### src/rtl/fifo_uart_tx_drain_if.sv
// fifo_uart_tx_drain_if: FIFO read-side bundle between a 32-bit word FIFO and its UART drain.
// Latency: none, wires only. The pop is a single-cycle RD strobe. Data is registered in the FIFO and valid the next cycle.
// Backpressure: the drain requests a pop only when EN is high and EMPTY is low, so no pop is ever lost.
// Signals:
//   EN         - shared fetch enable (also enables the FIFO)
//   fifo_empty - FIFO EMPTY flag
//   fifo_data  - FIFO dataOut, valid the cycle after fifo_rd is sampled high
//   fifo_rd    - one-cycle pop strobe into FIFO RD
// Modports: master = the drain (pops), slave = the FIFO side (supplies data/flags).
interface fifo_uart_tx_drain_if;
  logic        EN;
  logic        fifo_empty;
  logic [31:0] fifo_data;
  logic        fifo_rd;

  modport master (
    input  EN,
    input  fifo_empty,
    input  fifo_data,
    output fifo_rd
  );

  modport slave (
    output EN,
    output fifo_empty,
    output fifo_data,
    input  fifo_rd
  );
endinterface

### src/rtl/fifo_uart_tx_drain.sv
// fifo_uart_tx_drain: pops 32-bit words from a FIFO and sends each one as four 8N1 UART bytes, LSB byte first.
// Latency: IDLE decision in cycle 0, fifo_rd in cycle 1, latch in cycle 2, start bit from cycle 3. A word takes 4*(9+STOP_BITS)*CLKS_PER_BIT cycles.
// Backpressure: a pop happens only in IDLE with EN=1 and fifo_empty=0. A started word always completes, regardless of EN.
// Ports:
//   Clk, Rst   - clock; synchronous active-high reset
//   fifo       - FIFO read bundle (EN, fifo_empty, fifo_data in; fifo_rd out)
//   tx         - serial line, idles high
//   busy       - high from the pop request through the last stop bit of the word
//   word_done  - one-cycle pulse on the final cycle of byte 3's last stop bit
// Parameters: CLKS_PER_BIT in 2..65535, STOP_BITS in {1,2}.
module fifo_uart_tx_drain #(
  parameter int CLKS_PER_BIT = 16,
  parameter int STOP_BITS    = 1
) (
  input  logic                  Clk,
  input  logic                  Rst,
  fifo_uart_tx_drain_if.master  fifo,
  output logic                  tx,
  output logic                  busy,
  output logic                  word_done
);

  localparam logic [2:0] IDLE  = 3'd0;
  localparam logic [2:0] REQ   = 3'd1;
  localparam logic [2:0] LATCH = 3'd2;
  localparam logic [2:0] START = 3'd3;
  localparam logic [2:0] DATA  = 3'd4;
  localparam logic [2:0] STOP  = 3'd5;

  localparam logic [15:0] BAUD_LAST = 16'(CLKS_PER_BIT - 1);
  localparam logic [2:0]  STOP_LAST = 3'(STOP_BITS - 1);

  logic [2:0]  state,     state_n;
  logic [15:0] baud_cnt,  baud_cnt_n;
  // Counts data bits in DATA and stop bits in STOP.
  logic [2:0]  bit_idx,   bit_idx_n;
  logic [1:0]  byte_idx,  byte_idx_n;
  // The byte on the wire is always in [7:0]. The register shifts right by 8 between bytes.
  logic [31:0] shift_reg, shift_reg_n;
  logic        fifo_rd_q, fifo_rd_n;
  logic        tx_n, busy_n, word_done_n;
  logic        bit_end;

  assign bit_end      = (baud_cnt == BAUD_LAST);
  assign fifo.fifo_rd = fifo_rd_q;

  // Next-state logic. The baud counter is held at 0 outside the serial states.
  // This makes every entry into START, DATA or STOP begin a full bit period.
  always_comb begin
    state_n     = state;
    baud_cnt_n  = baud_cnt + 16'd1;
    bit_idx_n   = bit_idx;
    byte_idx_n  = byte_idx;
    shift_reg_n = shift_reg;
    fifo_rd_n   = 1'b0;

    case (state)
      IDLE: begin
        baud_cnt_n = 16'd0;
        if (fifo.EN && !fifo.fifo_empty) begin
          state_n   = REQ;
          fifo_rd_n = 1'b1;
        end
      end

      REQ: begin
        baud_cnt_n = 16'd0;
        state_n    = LATCH;
      end

      // The FIFO's registered dataOut is valid now, one cycle after the pop.
      LATCH: begin
        baud_cnt_n  = 16'd0;
        shift_reg_n = fifo.fifo_data;
        byte_idx_n  = 2'd0;
        bit_idx_n   = 3'd0;
        state_n     = START;
      end

      START: begin
        if (bit_end) begin
          baud_cnt_n = 16'd0;
          bit_idx_n  = 3'd0;
          state_n    = DATA;
        end
      end

      DATA: begin
        if (bit_end) begin
          baud_cnt_n = 16'd0;
          if (bit_idx == 3'd7) begin
            bit_idx_n = 3'd0;
            state_n   = STOP;
          end else begin
            bit_idx_n = bit_idx + 3'd1;
          end
        end
      end

      STOP: begin
        if (bit_end) begin
          baud_cnt_n = 16'd0;
          if (bit_idx == STOP_LAST) begin
            bit_idx_n = 3'd0;
            if (byte_idx == 2'd3) begin
              state_n = IDLE;
            end else begin
              // The next start bit follows immediately, with no idle gap.
              byte_idx_n  = byte_idx + 2'd1;
              shift_reg_n = {8'h00, shift_reg[31:8]};
              state_n     = START;
            end
          end else begin
            bit_idx_n = bit_idx + 3'd1;
          end
        end
      end

      default: begin
        baud_cnt_n = 16'd0;
        state_n    = IDLE;
      end
    endcase
  end

  // Outputs are registered from the next-state values.
  // Each output then lines up with the state it describes, with no combinational path to the pins.
  always_comb begin
    case (state_n)
      START:   tx_n = 1'b0;
      DATA:    tx_n = shift_reg_n[bit_idx_n];
      default: tx_n = 1'b1;
    endcase
    busy_n      = (state_n != IDLE);
    word_done_n = (state_n == STOP) && (byte_idx_n == 2'd3) &&
                  (bit_idx_n == STOP_LAST) && (baud_cnt_n == BAUD_LAST);
  end

  always_ff @(posedge Clk) begin
    if (Rst) begin
      state     <= IDLE;
      baud_cnt  <= 16'd0;
      bit_idx   <= 3'd0;
      byte_idx  <= 2'd0;
      fifo_rd_q <= 1'b0;
      tx        <= 1'b1;
      busy      <= 1'b0;
      word_done <= 1'b0;
    end else begin
      state     <= state_n;
      baud_cnt  <= baud_cnt_n;
      bit_idx   <= bit_idx_n;
      byte_idx  <= byte_idx_n;
      fifo_rd_q <= fifo_rd_n;
      tx        <= tx_n;
      busy      <= busy_n;
      word_done <= word_done_n;
    end
  end

  // The shift register is only meaningful after LATCH, so it carries no reset.
  always_ff @(posedge Clk) begin
    shift_reg <= shift_reg_n;
  end

endmodule

### src/flat_wrapper.sv
// flat-port wrapper written by rule: the top's interface ports become plain ports
module fifo_uart_tx_drain_flat 
#(
  parameter int CLKS_PER_BIT = 16,
  parameter int STOP_BITS    = 1
)
  (Clk, Rst, tx, busy, word_done, fifo_EN, fifo_fifo_empty, fifo_fifo_data, fifo_fifo_rd);
  fifo_uart_tx_drain_if fifo_i ();
  input  logic Clk;
  input  logic Rst;
  output logic tx;
  output logic busy;
  output logic word_done;
  input wire logic [$bits(fifo_i.EN)-1:0] fifo_EN;
  input wire logic [$bits(fifo_i.fifo_empty)-1:0] fifo_fifo_empty;
  input wire logic [$bits(fifo_i.fifo_data)-1:0] fifo_fifo_data;
  output wire logic [$bits(fifo_i.fifo_rd)-1:0] fifo_fifo_rd;
  assign fifo_i.EN = fifo_EN;
  assign fifo_i.fifo_empty = fifo_fifo_empty;
  assign fifo_i.fifo_data = fifo_fifo_data;
  assign fifo_fifo_rd = fifo_i.fifo_rd;
  fifo_uart_tx_drain #(.CLKS_PER_BIT(CLKS_PER_BIT), .STOP_BITS(STOP_BITS)) u_core (.Clk(Clk), .Rst(Rst), .fifo(fifo_i), .tx(tx), .busy(busy), .word_done(word_done));
endmodule
### config.mk
export PLATFORM = sky130hd
export DESIGN_NAME = fifo_uart_tx_drain_flat
export DESIGN_NICKNAME = d
export VERILOG_FILES = /design/src/rtl/fifo_uart_tx_drain_if.sv /design/src/rtl/fifo_uart_tx_drain.sv /design/src/flat_wrapper.sv
export SDC_FILE = /design/constraint.sdc
export NUM_CORES = 1
export LEC_CHECK = 0
export CORE_ASPECT_RATIO = 0.5
export CORE_MARGIN = 8
export CORE_UTILIZATION = 58
export DETAILED_ROUTE_END_ITERATION = 16
export PLACE_DENSITY_LB_ADDON = 0.2
export SETUP_SLACK_MARGIN = 0.05
export SLEW_MARGIN = 20
export SYNTH_ARGS = -nofsm -noshare
export SYNTH_HDL_FRONTEND = slang
export SYNTH_SLANG_ARGS = --single-unit
### constraint.sdc
create_clock -name Clk -period 8.9 [get_ports Clk]
set_clock_uncertainty 0.1 [all_clocks]
set_input_delay 0.89 -clock Clk [delete_from_list [all_inputs] [get_ports Clk]]
set_output_delay 0.89 -clock Clk [all_outputs]
set_load 0.03 [all_outputs]
# == Word level (Yosys, flattened, before mapping) ==
# Index checks and enable logic that the tools add are counted.
# totals
reg_bits,60
# classes
n_addsub,3
order_cmp,1
eq_ne,16
mux,28
n_bitwise,1
reduce_logical,13
# op_table
operator,n
two-way mux 32 bit,3
one-hot mux 32 bit (2 select lines),1
two-way mux 3 bit,11
"== test 16 x 4 -> 1 bit, second input constant",2
two-way mux 16 bit,2
one-hot mux 3 bit (6 select lines),1
"adder 16 x 1 -> 16 bit, second input constant",1
"== test 3 bit, second input constant",5
one-hot mux 3 bit (4 select lines),1
"== test 3 x 2 -> 1 bit, second input constant",3
zero test 3 bit,3
two-way mux 2 bit,4
"< comparator 3 x 6 -> 1 bit, second input constant",1
"== test 2 bit, second input constant",2
logical AND 1 bit,4
"!= test 2 x 1 -> 1 bit, second input constant",2
one-hot mux 2 bit (2 select lines),1
AND reduction 4 bit,1
"adder 3 x 1 -> 3 bit, second input constant",1
binary-select mux 1 bit (select 3 bit),1
"== test 3 x 1 -> 1 bit, second input constant",1
nonzero test 3 bit,1
OR reduction 3 bit,1
"adder 2 x 1 -> 2 bit, second input constant",1
other kinds (7),8

# == Depth between registers and ports, before layout ==
# depth
ltp_word,9
ltp_mapped,11
depth_no_buf,10

# == Worst setup path before layout ==
# Ideal clock, no wire load.
# synth_timing
kind,reg-to-reg
start,reg u_core.baud_cnt[5]
end,reg u_core.tx
setup_time_ns,0.125
arrival_ns,2.812
slack_ns,5.862
path_stages_with_launch,12
path_cell_list,dfxtp_1 -> buf_6 -> or4_4 -> nor4_4 -> and2_1 -> buf_6 -> o211ai_4 -> a22o_1 -> buf_6 -> mux2_4 -> and3_4 -> o41a_1
# synth_between
elab_chain_cells,6
# synth_rtl
element,line,source
"start, declared",fifo_uart_tx_drain.sv:34,"logic [15:0] baud_cnt, baud_cnt_n;"
"start signal, assigned",fifo_uart_tx_drain.sv:151,baud_cnt <= baud_cnt_n;
== test 16 x 4 -> 1 bit *,fifo_uart_tx_drain.sv:44,assign bit_end = (baud_cnt == BAUD_LAST);
"two-way mux 3 bit, or another cell as far along",fifo_uart_tx_drain.sv:101,if (bit_end) begin
one-hot mux 3 bit (4 select lines) / one-hot mux 32 bit (2 select lines) (equally long branches),fifo_uart_tx_drain.sv:57,case (state)
binary-select mux 1 bit (select 3 bit),fifo_uart_tx_drain.sv:131,DATA: tx_n = shift_reg_n[bit_idx_n];
two-way mux 1 bit (implied by the code),fifo_uart_tx_drain.sv:131,
one-hot mux 1 bit (2 select lines) *,fifo_uart_tx_drain.sv:129,case (state_n)
"end signal, assigned",fifo_uart_tx_drain.sv:155,tx <= tx_n;
"end, declared",fifo_uart_tx_drain.sv:18,"output logic tx,"
# Mark *: on every way between the ends. The rest lies on a longest branch, timed or not. The select of a mux whose other input is x is not followed.
# A chain may end at the register's enable or synchronous reset.

# == Worst setup path after layout ==
# layout_timing
start,reg u_core.baud_cnt[5]
end,reg u_core.tx
# layout_between
elab_chain_cells,6
# layout_rtl
element,line,source
== test 16 x 4 -> 1 bit,fifo_uart_tx_drain.sv:44,
two-way mux 32 bit,fifo_uart_tx_drain.sv:101,
one-hot mux 32 bit (2 select lines),fifo_uart_tx_drain.sv:57,
named net u_core.shift_reg_n[3],fifo_uart_tx_drain.sv:39,"logic [31:0] shift_reg, shift_reg_n;"
binary-select mux 1 bit (select 3 bit),fifo_uart_tx_drain.sv:131,
two-way mux 1 bit (implied by the code),fifo_uart_tx_drain.sv:131,
one-hot mux 1 bit (2 select lines),fifo_uart_tx_drain.sv:129,
# The timed path passes the listed nets, and every way through them passes these cells. The select of a mux whose other input is x is not followed.

==> metrics.txt <==
# TYPE chip_impl_metric gauge
chip_impl_info{name="run_status",value="complete, no violations"} 1
chip_impl_metric{name="grt-ovfl-total",unit=""} 0
chip_impl_metric{name="pwr_density_cell",unit="mW/mm^2"} 182
chip_impl_metric{name="postLayoutCellArea",unit="mm^2"} 0.00338
chip_impl_metric{name="synth.top_cell.area_share",unit=""} 0.259
chip_impl_metric{name="max-cap-violations",unit=""} 0
chip_impl_metric{name="seq_area_frac_synth",unit=""} 0.517
chip_impl_metric{name="clkSlewWorstSetupHoldPaths",unit="ns"} 0.07
chip_impl_metric{name="final_nets",unit=""} 340
chip_impl_info{name="root_buffer_cell",value="clkbuf_8"} 1
chip_impl_metric{name="layout_cell_share_with_drive_strength_beyond_1",unit=""} 0.0820
chip_impl_metric{name="floorplan.rows",unit=""} 17
chip_impl_metric{name="grt_pass1_vias",unit=""} 1978
chip_impl_metric{name="avgViaCountPerCell",unit=""} 5.63
chip_impl_metric{name="initial_antenna_violation_count",unit=""} 0
chip_impl_metric{name="cts_htree_levels",unit=""} 3
chip_impl_metric{name="max-clock-path-buffers",unit=""} 2
chip_impl_metric{name="synthesis_warning_total",unit=""} 0
chip_impl_metric{name="placeableCoreArea",unit="mm^2"} 0.00451
chip_impl_metric{name="remaining_number_of_nets_flagged_by_the_antenna_check_after_routing",unit=""} 0
chip_impl_metric{name="slew_viol_final",unit=""} 0
chip_impl_metric{name="max_slew_margin",unit=""} 0.394
chip_impl_info{name="criticalPathCategory",value="reg -> reg"} 1
chip_impl_metric{name="placed_area",unit="mm^2"} 0.00319
chip_impl_info{name="synth_top_cells_by_area",value="dfxtp_1 (26%), edfxtp_1 (26%), a22o_1 (8.5%)"} 1
chip_impl_info{name="cts_tree",value="built"} 1
chip_impl_metric{name="post_synth_num_cell_types",unit=""} 46
chip_impl_info{name="ys_dominant_reg_cell",value="dfxtp_1"} 1
chip_impl_metric{name="largest_register_ff_count",unit=""} 32
chip_impl_metric{name="synth.ff_latch_count",unit=""} 60
chip_impl_metric{name="post_synth_inst_count",unit=""} 263
chip_impl_metric{name="irDropWorstVdd",unit="V"} 0.000112
chip_impl_info{name="synth.largest_area_cell",value="dfxtp_1"} 1
chip_impl_info{name="grt_setup_unrepaired",value="no"} 1
chip_impl_metric{name="die-height",unit="um"} 65.0
chip_impl_metric{name="final.period_utilization",unit=""} 0.371
chip_impl_metric{name="gp_routability_congestion",unit=""} 0.896
chip_impl_metric{name="dpl.hpwl",unit="mm"} 4.31
chip_impl_metric{name="number_of_remaining_drc_errors",unit=""} 0
chip_impl_metric{name="wl",unit="mm"} 6.07
chip_impl_metric{name="crit_path_max_fanout",unit=""} 28
chip_impl_metric{name="drt_iter0_drc",unit=""} 148
chip_impl_metric{name="postSynth.asyncResetShare",unit=""} 0
chip_impl_metric{name="insertion_delay",unit="ns"} 0.34
chip_impl_info{name="startpoint_type",value="flip-flop"} 1
chip_impl_metric{name="post-cts-setup-buffers",unit=""} 0
chip_impl_metric{name="min_cycle_time_layout",unit="ns"} 3.31
chip_impl_metric{name="initial_core_util",unit=""} 0.618
chip_impl_metric{name="antenna_cells_inserted",unit=""} 0
chip_impl_metric{name="die_area",unit="mm^2"} 0.00741
chip_impl_metric{name="worst_pin_slew",unit="ns"} 0.909
chip_impl_metric{name="grt_max_degree",unit=""} 29
chip_impl_metric{name="routed-via-count",unit=""} 2088
chip_impl_metric{name="io_pins",unit=""} 40
chip_impl_info{name="worst_hold_path_type",value="reg -> reg"} 1
chip_impl_metric{name="post_synth_edffs",unit=""} 24
chip_impl_info{name="crit_path_end_kind",value="flip-flop"} 1
chip_impl_metric{name="fillerInstances",unit=""} 316
chip_impl_metric{name="timing.critical_path.required",unit="ns"} 9.03
chip_impl_metric{name="final.setup.tns",unit="ns"} 0
chip_impl_metric{name="syn-cell-area",unit="mm^2"} 0.00279
chip_impl_metric{name="cts.repair.resized",unit=""} 0
chip_impl_metric{name="tritoncts.num_buffers",unit=""} 9
chip_impl_metric{name="total_leakage_power",unit="nW"} 1.32
chip_impl_metric{name="area_growth",unit="%"} 21.1
chip_impl_metric{name="globalRouteTotalUtil",unit=""} 0.165
chip_impl_metric{name="postCtsHoldBufs",unit=""} 0
chip_impl_metric{name="setup-violations-final",unit=""} 0
chip_impl_metric{name="placement.io_buffers",unit=""} 39
chip_impl_metric{name="worstPathArrival",unit="ns"} 3.44
chip_impl_metric{name="postSynthAreaPerCell",unit="um^2"} 10.6
chip_impl_metric{name="clock_sinks",unit=""} 60
chip_impl_metric{name="syn-num-nets",unit=""} 303
chip_impl_metric{name="detail_route.wl_per_cell",unit="um"} 16.4
chip_impl_metric{name="finalHoldViolCount",unit=""} 0
chip_impl_metric{name="fmax",unit="MHz"} 302
chip_impl_metric{name="fp.dieW",unit="um"} 114
chip_impl_metric{name="wire_length_of_the_first_global_routing_pass",unit="mm"} 9.60
chip_impl_metric{name="first_pass_iters",unit=""} 5
## critical path, cell delays in order (launching register included)
cell     delay [ns]
dfxtp_1        0.37
or4_4          0.56
nor4_4         0.35
and4_1         0.24
buf_4          0.28
nor2_1         0.20
a21o_1         0.24
mux2_4         0.28
and3_4         0.18
o41a_1         0.39
## report_power, final
group          switching, W  internal [W]
sequential       0.00000722      0.000309
combinational     0.0000303     0.0000360
clock              0.000106      0.000127
total              0.000144      0.000471
## metrics by stage
step / utilization / worst slack, ns / cells / hold WS [ns] / total power, W
after detailed placement: 0.708 / 5.60 / 355 / 0.348 / 0.000387
after floorplan: - / 5.86 / 263 / 0.322 / 0.000358
after global routing: 0.749 / 5.43 / 371 / 0.396 / 0.000640
final: 0.749 / 5.59 / 371 / 0.369 / 0.000615
after global placement: 0.708 / 5.71 / 355 / 0.333 / 0.000384
after CTS: 0.749 / 5.58 / 371 / 0.364 / 0.000617
## cell usage in the layout, fill, tap and decap left out, types with 3 or more instances in the layout
| cell type | instances |
|---|---|
| a21o_1 | 8 |
| or3_1 | 4 |
| clkinv_2 | 3 |
| clkbuf_8 | 9 |
| nor2b_1 | 6 |
| a21oi_1 | 5 |
| xnor2_1 | 9 |
| a22o_1 | 27 |
| mux2i_1 | 4 |
| inv_1 | 6 |
| xor2_1 | 8 |
| clkdlybuf4s50_1 | 39 |
| nor4_1 | 4 |
| dfxtp_1 | 36 |
| nor3_1 | 4 |
| and3_1 | 15 |
| edfxtp_1 | 24 |
| ha_1 | 4 |
| nand2_1 | 11 |
| nand3_1 | 8 |
| nor2_1 | 36 |
## synth_stat cells, drive strengths merged (6+ instances only)
master  count
and3       16
a21o        8
inv         6
nor2b       6
xor2        8
nor2       36
a22o       27
edfxtp     24
nand2      11
xnor2       9
nand3       8
dfxtp      36
clkbuf     10
## cells by family after synthesis
family,share of synthesized area
DFF,0.517
xor gates and xnor gates,0.0534
muxes,0.0198
buffers and inverters,0.0377
AOI/OAI and AO/OA,0.158
adders and majority gates,0.0180
and+or+nand+nor,0.196
## path summary, 6_finish.rpt
kind	startpoint	slack (ns)	cells after the start	end
setup / recovery	u_core.baud_cnt[5]	5.59	9	u_core.tx
hold / removal	u_core.shift_reg[1]	0.37	1	u_core.shift_reg[1]
setup reg to reg	u_core.baud_cnt[5]	5.59	9	u_core.tx
hold reg to reg	u_core.shift_reg[1]	0.37	1	u_core.shift_reg[1]
## layout make-up
class	count	area (um^2)	share of cell area
repair buffers	41	405	0.120
inverters	6	22.5	0.00667
clock buffers	10	128	0.0378
well taps	66	82.6	0.0245
clock inverters	6	56.3	0.0167
flip-flops and latches	60	1440	0.427
multi-input cells	182	1240	0.367
## metal layers
metal  GRT usage  part of all wire
met1       0.195              0.43
met2       0.268              0.49
met3      0.0683             0.069
met4      0.0542            0.0069
met5           0                 0
(Power assumes the default switching activity.)
